`src/rtl/context_stack_seq.sv`:
```
// -----------------------------------------------------------------------------
// context_stack_seq
//
// Memory-stage sequencer that saves a processor context (PC segments and,
// optionally, flags) to a downward-growing stack and restores it later.
// The PC is serialised into DATA_W-wide words, one per cycle. While the
// sequence runs the pipeline is stalled. When idle, the normal ALU/memory
// request passes straight through to data memory.
//
// Stack discipline:
//   push : write at SP, then SP <= SP - 1   (post-decrement)
//   pop  : read at SP + 1, SP <= SP + 1     (pre-increment)
// Push word order is PC high segment .. PC low segment, then flags when
// mode = 1. Pop reads the words back in the exact reverse order.
//
// Ports:
//   clk, rst_n            clock, asynchronous active-low reset
//   start_push/start_pop  begin save/restore; sampled only in IDLE, push wins
//   mode                  0 = PC only, 1 = PC + flags; latched at start
//   pc_in, flags_in       context to save; latched at start
//   alu_in, addr_in,
//   we_in, re_in          pass-through memory request used in IDLE
//   mem_rdata             memory read data, valid one cycle after mem_re
//   mem_we, mem_re,
//   mem_addr, mem_wdata   data memory request
//   busy                  pipeline stall request
//   pc_out, flags_out     restored context, held until the next restore
//   restore_valid         one-cycle pulse while pc_out/flags_out are new
//   sp_out                current stack pointer
//   sp_wrap               one-cycle pulse after SP wraps past 0 or all-ones
// -----------------------------------------------------------------------------
module context_stack_seq #(
    parameter int DATA_W  = 16,
    parameter int PC_SEGS = 2,
    parameter int FLAG_W  = 3,
    parameter int SP_W    = 12,
    parameter logic [SP_W-1:0] SP_RESET = {SP_W{1'b1}}
) (
    input  logic                      clk,
    input  logic                      rst_n,
    input  logic                      start_push,
    input  logic                      start_pop,
    input  logic                      mode,
    input  logic [DATA_W*PC_SEGS-1:0] pc_in,
    input  logic [FLAG_W-1:0]         flags_in,
    input  logic [DATA_W-1:0]         alu_in,
    input  logic [SP_W-1:0]           addr_in,
    input  logic                      we_in,
    input  logic                      re_in,
    input  logic [DATA_W-1:0]         mem_rdata,
    output logic                      mem_we,
    output logic                      mem_re,
    output logic [SP_W-1:0]           mem_addr,
    output logic [DATA_W-1:0]         mem_wdata,
    output logic                      busy,
    output logic [DATA_W*PC_SEGS-1:0] pc_out,
    output logic [FLAG_W-1:0]         flags_out,
    output logic                      restore_valid,
    output logic [SP_W-1:0]           sp_out,
    output logic                      sp_wrap
);

    localparam int PC_W  = DATA_W * PC_SEGS;
    // Counter must hold 0..PC_SEGS (K-1 with flags) plus headroom for cnt-1.
    localparam int CNT_W = $clog2(PC_SEGS + 2);

    typedef enum logic [1:0] {
        IDLE,
        PUSH,
        POP,
        DRAIN
    } state_t;

    state_t              state_q, state_d;
    logic [CNT_W-1:0]    cnt_q, cnt_d;
    logic [SP_W-1:0]     sp_q, sp_d;
    logic                mode_q, mode_d;
    logic [PC_W-1:0]     pc_q, pc_d;           // PC being pushed
    logic [FLAG_W-1:0]   flags_q, flags_d;     // flags being pushed
    logic [PC_W-1:0]     pc_sh_q, pc_sh_d;     // partial restore shadow
    logic [FLAG_W-1:0]   flags_sh_q, flags_sh_d;
    logic [PC_W-1:0]     pc_out_q, pc_out_d;
    logic [FLAG_W-1:0]   flags_out_q, flags_out_d;
    logic                restore_valid_q, restore_valid_d;
    logic                sp_wrap_q, sp_wrap_d;

    // Index of the last word of the current sequence (K-1).
    logic [CNT_W-1:0]    k_last;
    assign k_last = CNT_W'(PC_SEGS - 1) + CNT_W'(mode_q);

    // -------------------------------------------------------------------------
    // Push data selection: word i is PC segment PC_SEGS-1-i, the extra word
    // (mode = 1) is the zero-extended flags.
    // -------------------------------------------------------------------------
    logic [DATA_W-1:0] push_word;
    logic [CNT_W-1:0]  push_seg;

    always_comb begin
        // NOTE: every signal written in always_comb gets a default first so no
        // path through the block leaves it unassigned and infers a latch.
        push_word = '0;
        push_seg  = CNT_W'(PC_SEGS - 1) - cnt_q;
        if (mode_q && (cnt_q == CNT_W'(PC_SEGS))) begin
            push_word = DATA_W'(flags_q);
        end else begin
            for (int s = 0; s < PC_SEGS; s++) begin
                if (push_seg == CNT_W'(s)) begin
                    push_word = pc_q[s*DATA_W +: DATA_W];
                end
            end
        end
    end

    // -------------------------------------------------------------------------
    // Pop capture: read data returns one cycle after its read, so in POP cycle
    // i (i > 0) the data belongs to read i-1, and in DRAIN to read K-1.
    // Read j maps to flags when mode = 1 and j = 0, otherwise to PC segment
    // j - mode (low segment first).
    // -------------------------------------------------------------------------
    logic              cap_pend;
    logic [CNT_W-1:0]  cap_idx;
    logic [CNT_W-1:0]  cap_seg;
    logic [PC_W-1:0]   pc_cap;
    logic [FLAG_W-1:0] flags_cap;

    always_comb begin
        cap_pend  = ((state_q == POP) && (cnt_q != '0)) || (state_q == DRAIN);
        cap_idx   = (state_q == DRAIN) ? k_last : (cnt_q - CNT_W'(1));
        cap_seg   = cap_idx - CNT_W'(mode_q);
        pc_cap    = pc_sh_q;
        flags_cap = flags_sh_q;
        if (cap_pend) begin
            if (mode_q && (cap_idx == '0)) begin
                flags_cap = mem_rdata[FLAG_W-1:0];
            end else begin
                for (int s = 0; s < PC_SEGS; s++) begin
                    if (cap_seg == CNT_W'(s)) begin
                        pc_cap[s*DATA_W +: DATA_W] = mem_rdata;
                    end
                end
            end
        end
    end

    // -------------------------------------------------------------------------
    // Next-state, stack pointer and memory request.
    // -------------------------------------------------------------------------
    always_comb begin
        state_d         = state_q;
        cnt_d           = cnt_q;
        sp_d            = sp_q;
        mode_d          = mode_q;
        pc_d            = pc_q;
        flags_d         = flags_q;
        pc_sh_d         = pc_sh_q;
        flags_sh_d      = flags_sh_q;
        pc_out_d        = pc_out_q;
        flags_out_d     = flags_out_q;
        restore_valid_d = 1'b0;
        sp_wrap_d       = 1'b0;

        mem_we    = we_in;
        mem_re    = re_in;
        mem_addr  = addr_in;
        mem_wdata = alu_in;

        unique case (state_q)
            IDLE: begin
                if (start_push) begin
                    state_d = PUSH;
                    cnt_d   = '0;
                    mode_d  = mode;
                    pc_d    = pc_in;
                    flags_d = flags_in;
                end else if (start_pop) begin
                    state_d = POP;
                    cnt_d   = '0;
                    mode_d  = mode;
                end
            end

            PUSH: begin
                mem_we    = 1'b1;
                mem_re    = 1'b0;
                mem_addr  = sp_q;
                mem_wdata = push_word;
                sp_d      = sp_q - SP_W'(1);
                sp_wrap_d = (sp_q == '0);
                if (cnt_q == k_last) begin
                    state_d = IDLE;
                    cnt_d   = '0;
                end else begin
                    cnt_d = cnt_q + CNT_W'(1);
                end
            end

            POP: begin
                mem_we     = 1'b0;
                mem_re     = 1'b1;
                mem_addr   = sp_q + SP_W'(1);
                mem_wdata  = '0;
                sp_d       = sp_q + SP_W'(1);
                sp_wrap_d  = (sp_q == '1);
                pc_sh_d    = pc_cap;
                flags_sh_d = flags_cap;
                if (cnt_q == k_last) begin
                    state_d         = DRAIN;
                    cnt_d           = '0;
                    restore_valid_d = 1'b1;
                end else begin
                    cnt_d = cnt_q + CNT_W'(1);
                end
            end

            DRAIN: begin
                mem_we    = 1'b0;
                mem_re    = 1'b0;
                mem_addr  = sp_q;
                mem_wdata = '0;
                state_d   = IDLE;
                pc_out_d  = pc_cap;
                // A PC-only restore leaves the previously restored flags alone.
                if (mode_q) begin
                    flags_out_d = flags_cap;
                end
            end

            default: begin
                state_d = IDLE;
            end
        endcase
    end

    // -------------------------------------------------------------------------
    // State registers. Reset aborts any sequence at once: back to IDLE, SP
    // reloaded, partial restore data discarded.
    // -------------------------------------------------------------------------
    always_ff @(posedge clk or negedge rst_n) begin
        if (!rst_n) begin
            // NOTE: all state here is a handful of flops, so every register is
            // reset; nothing is a memory array that would need to stay unreset.
            state_q         <= IDLE;
            cnt_q           <= '0;
            sp_q            <= SP_RESET;
            mode_q          <= 1'b0;
            pc_q            <= '0;
            flags_q         <= '0;
            pc_sh_q         <= '0;
            flags_sh_q      <= '0;
            pc_out_q        <= '0;
            flags_out_q     <= '0;
            restore_valid_q <= 1'b0;
            sp_wrap_q       <= 1'b0;
        end else begin
            // NOTE: non-blocking assignments so every flop samples the values
            // from before this edge, independent of statement order.
            state_q         <= state_d;
            cnt_q           <= cnt_d;
            sp_q            <= sp_d;
            mode_q          <= mode_d;
            pc_q            <= pc_d;
            flags_q         <= flags_d;
            pc_sh_q         <= pc_sh_d;
            flags_sh_q      <= flags_sh_d;
            pc_out_q        <= pc_out_d;
            flags_out_q     <= flags_out_d;
            restore_valid_q <= restore_valid_d;
            sp_wrap_q       <= sp_wrap_d;
        end
    end

    // -------------------------------------------------------------------------
    // Outputs. The final pop word only arrives during DRAIN, so the restored
    // context is forwarded combinationally in that cycle and held afterwards.
    // -------------------------------------------------------------------------
    assign busy          = (state_q != IDLE);
    assign pc_out        = (state_q == DRAIN) ? pc_cap : pc_out_q;
    assign flags_out     = ((state_q == DRAIN) && mode_q) ? flags_cap : flags_out_q;
    assign restore_valid = restore_valid_q;
    assign sp_out        = sp_q;
    assign sp_wrap       = sp_wrap_q;

endmodule

```
`config.mk`:
```
export PLATFORM = sky130hd
export DESIGN_NAME = context_stack_seq
export DESIGN_NICKNAME = d
export VERILOG_FILES = /design/src/rtl/context_stack_seq.sv
export SDC_FILE = /design/constraint.sdc
export NUM_CORES = 1
export LEC_CHECK = 0
export ABC_AREA = 1
export CAP_MARGIN = 40
export CORE_ASPECT_RATIO = 1.4
export CORE_MARGIN = 1.5
export CORE_UTILIZATION = 50
export DETAILED_ROUTE_END_ITERATION = 8
export GPL_ROUTABILITY_DRIVEN = 0
export GPL_TIMING_DRIVEN = 0
export PLACE_DENSITY = 0.91
export SLEW_MARGIN = 20
export SYNTH_ARGS = -nofsm -noshare
export SYNTH_HDL_FRONTEND = slang
export SYNTH_SLANG_ARGS = --single-unit
```
`constraint.sdc`:
```
create_clock -name clk -period 3.8 [get_ports clk]
set_input_delay 0.76 -clock clk [delete_from_list [all_inputs] [get_ports clk]]
set_output_delay 0.76 -clock clk [all_outputs]
set_load 0.05 [all_outputs]
```
==> results.sh <==
export IMPL_ys_flop_type="dfrtp_1"
export IMPL_cts_hold_buffers=0
export IMPL_use_met1_pct=33.25
export IMPL_vias_per_cell=5.550
export IMPL_yosysTopAreaCell="dfrtp_1"
export IMPL_synthMuxAreaShare_pct=6.246
export IMPL_finalInstanceArea_um2=9082
export IMPL_vias=6816
export IMPL_cts_tree="done"
export IMPL_ys_warnings_count=0
export IMPL_hold_class="in2async"
export IMPL_rr_startpoint="state_q[0]"
export IMPL_grtUsageMet2_pct=50.98
export IMPL_cp_startpoint="state_q[0]"
export IMPL_nFillCells=974
export IMPL_max_cap_viol_count=0
export IMPL_hpwl_um=13730
export IMPL_post_route_min_period_ns=3.676
export IMPL_ys_types=31
export IMPL_fp_dieArea_um2=14010
export IMPL_synth_nets=949
export IMPL_hold_ws_ns=0.3461
export IMPL_syn_cell_area_um2=6650
export IMPL_grt_busiest_layer="met2"
export IMPL_ant_nets=0
export IMPL_synth_seq_cells=124
export IMPL_die_w_um=100.5
export IMPL_ys_seq_area_share_pct=46.89
export IMPL_seqCellArea_um2=3118
export IMPL_ctsLongestPathBuffers=2
export IMPL_synth_compound_gate_area_share_pct=7.733
export IMPL_grt_start_max_net_pins=77
export IMPL_dr_first_iter_drc_count=514
export IMPL_antenna_cells=0
export IMPL_nets=1135
export IMPL_synth_area_leaders="dfrtp_1, nand2_1, nand3_1"
export IMPL_multiInputGateArea_um2=3062
export IMPL_grt_antenna_before_repair=0
export IMPL_cts_root_buf="clkbuf_16"
export IMPL_synthArstFlopShare_pct=100.0
export IMPL_clock_sinks=124
export IMPL_grt_overflow=0
export IMPL_cp_arrival_ns=2.92
export IMPL_die_height_um=139.5
export IMPL_drc=0
export IMPL_hold_viol=0
export IMPL_start_util_pct=51.41
export IMPL_yosysMostFrequentCell="nand2_1"
export IMPL_wire_per_inst_um=16.17
export IMPL_routed_wl_um=19850
export IMPL_rsz0062_at_grt="yes"
export IMPL_period_share_pct=96.73
export IMPL_worstMarginPinSlew_ns=0.7291
export IMPL_end_kind="primary output"
export IMPL_maxSlewViolCount=0
export IMPL_core_area_um2=12940
export IMPL_synthAdderAreaFrac_pct=2.070
export IMPL_io_buffers=165
export IMPL_worstSkewPairLatency_ns=0.42
export IMPL_relSlewSlack_pct=51.39
export IMPL_fmax_mhz=272.1
export IMPL_syn_inst=852
export IMPL_status="complete, no violations"
export IMPL_area_growth_pct=36.58
export IMPL_syn_avg_cell_area_um2=7.805
export IMPL_crit_required_ns=3.04
export IMPL_dr_pass1_iters=6
export IMPL_critPathMaxFanout=10
export IMPL_htree_levels=4
export IMPL_path_class="reg2out"
export IMPL_yosys_top_cells_count="nand2_1, dfrtp_1, nand3_1"
export IMPL_skew_ns=0.005652
export IMPL_row_count=49
export IMPL_grt_pass1_vias=6877
export IMPL_cts_buffers=17
export IMPL_grtUsageTotal_pct=29.37
export IMPL_setup_viol=0
export IMPL_synth_top_family_by_area="simple AND/OR/NAND/NOR gates"
export IMPL_drive_gt1_share_pct=13.52
export IMPL_worstSetupStartpointType="flip-flop"
export IMPL_synth_xor_area_share_pct=0.1317
export IMPL_synth_top_area_share_pct=42.14
export IMPL_grt_pass1_wl_um=32440
export IMPL_grt_util_met3_pct=7.082
export IMPL_clk_pin_slew_worst_paths_ns=0.06
export IMPL_io_pin_count=166
export IMPL_synth_edf_count=0
export IMPL_synth_simple_area_share_pct=29.37
export IMPL_placed_area_um2=8553
==> worst paths after layout <==
| check | end | slack (ns) | cells past startpoint |
|---|---|---|---|
| setup / recovery | pc_out[15] | 0.12 | 13 |
| max in group asynchronous | pc_out_q[21] | 2.74 | 2 |
| min in group clk | flags_out_q[1] | 0.47 | 2 |
| hold reg to reg | flags_out_q[1] | 0.47 | 2 |
| setup reg to reg | pc_out_q[1] | 1.42 | 11 |
| hold / removal | flags_q[1] | 0.35 | 1 |
==> cell usage in the layout (no fill, tap or decap), drive strengths merged, types with 9 or more instances in the layout <==
cell,Yosys,routed
nand3,106,106
a21oi,32,32
dfrtp,112,112
nand2,274,274
dfstp,12,12
a22oi,13,13
clkbuf,26,68
ha,11,11
dlymetal6s2s,0,9
dlygate4sd2,0,13
nand4,22,22
buf,21,38
mux2,36,36
o21ai,40,40
inv,81,81
nor2,52,52
clkdlybuf4s50,0,107
==> kinds of logic after synthesis <==
group | count (synthesis)
AOI/OAI and AO/OA | 93
xor gates and xnor gates | 1
adders and majority gates | 11
buffers and inverters | 128
DFF | 124
muxes | 37
and+or+nand+nor | 458
==> final cells by class <==
type	instances	area share, %
well taps	178	2.452
plain buffers	46	2.273
flip-flops and latches	124	34.33
clock inverters	8	1.267
clock buffers	23	5.262
repair buffers	168	17.33
inverters	81	3.375
multi-input cells	600	33.71
==> critical path: stages (launching register included) <==
cell	delay [ns]
dfrtp_1	0.40
ha_1	0.21
buf_4	0.18
nand2_2	0.15
nand2_1	0.12
ha_4	0.17
nand3b_1	0.19
nand2_4	0.16
nand3_4	0.13
buf_4	0.20
nand2_1	0.09
nand3_1	0.11
nand2_1	0.12
clkbuf_4	0.23
==> layer usage <==
layer / share of wire [%] / wire length [um] / vias to the layer above
met4: 3.9 / 767 / 0
met5: 0 / 0 / -
li1: - / - / 3155
met2: 51 / 10200 / 395
met1: 36 / 7230 / 3191
met3: 8.3 / 1657 / 75
==> state kept, by name (all words and copies together), names as in the netlist <==
| name | cells |
|---|---|
| flags_out_q | 3 |
| restore_valid | 1 |
| cnt_q | 2 |
| flags_sh_q | 3 |
| mode_q | 1 |
| sp_out | 12 |
| state_q | 2 |
| sp_wrap | 1 |
| pc_q | 32 |
| pc_sh_q | 32 |
| pc_out_q | 32 |
| flags_q | 3 |
==> stage by stage <==
stage	setup TNS, ns	setup WS [ns]	instances	utilization (%)
after floorplan	0	0.5165	852	-
after global placement	-335.07	-2.823	1195	65.90
after detailed placement	-7.364	-0.4056	1196	66.12
after CTS	-0.05759	-0.05759	1228	70.38
after global routing	-0.3660	-0.04889	1228	70.21
final	0	0.1244	1228	70.21
==> what timing repair did <==
item / CTS / global route
setup endpoints to repair: 60 / 60
resized for setup: 124 / 84
buffers inserted: 2 / 0
pin swaps: 1 / 1
Power is left out: the tool's default activity adds up to more than one toggle a clock period on the data nets, which glitch-free logic cannot reach.
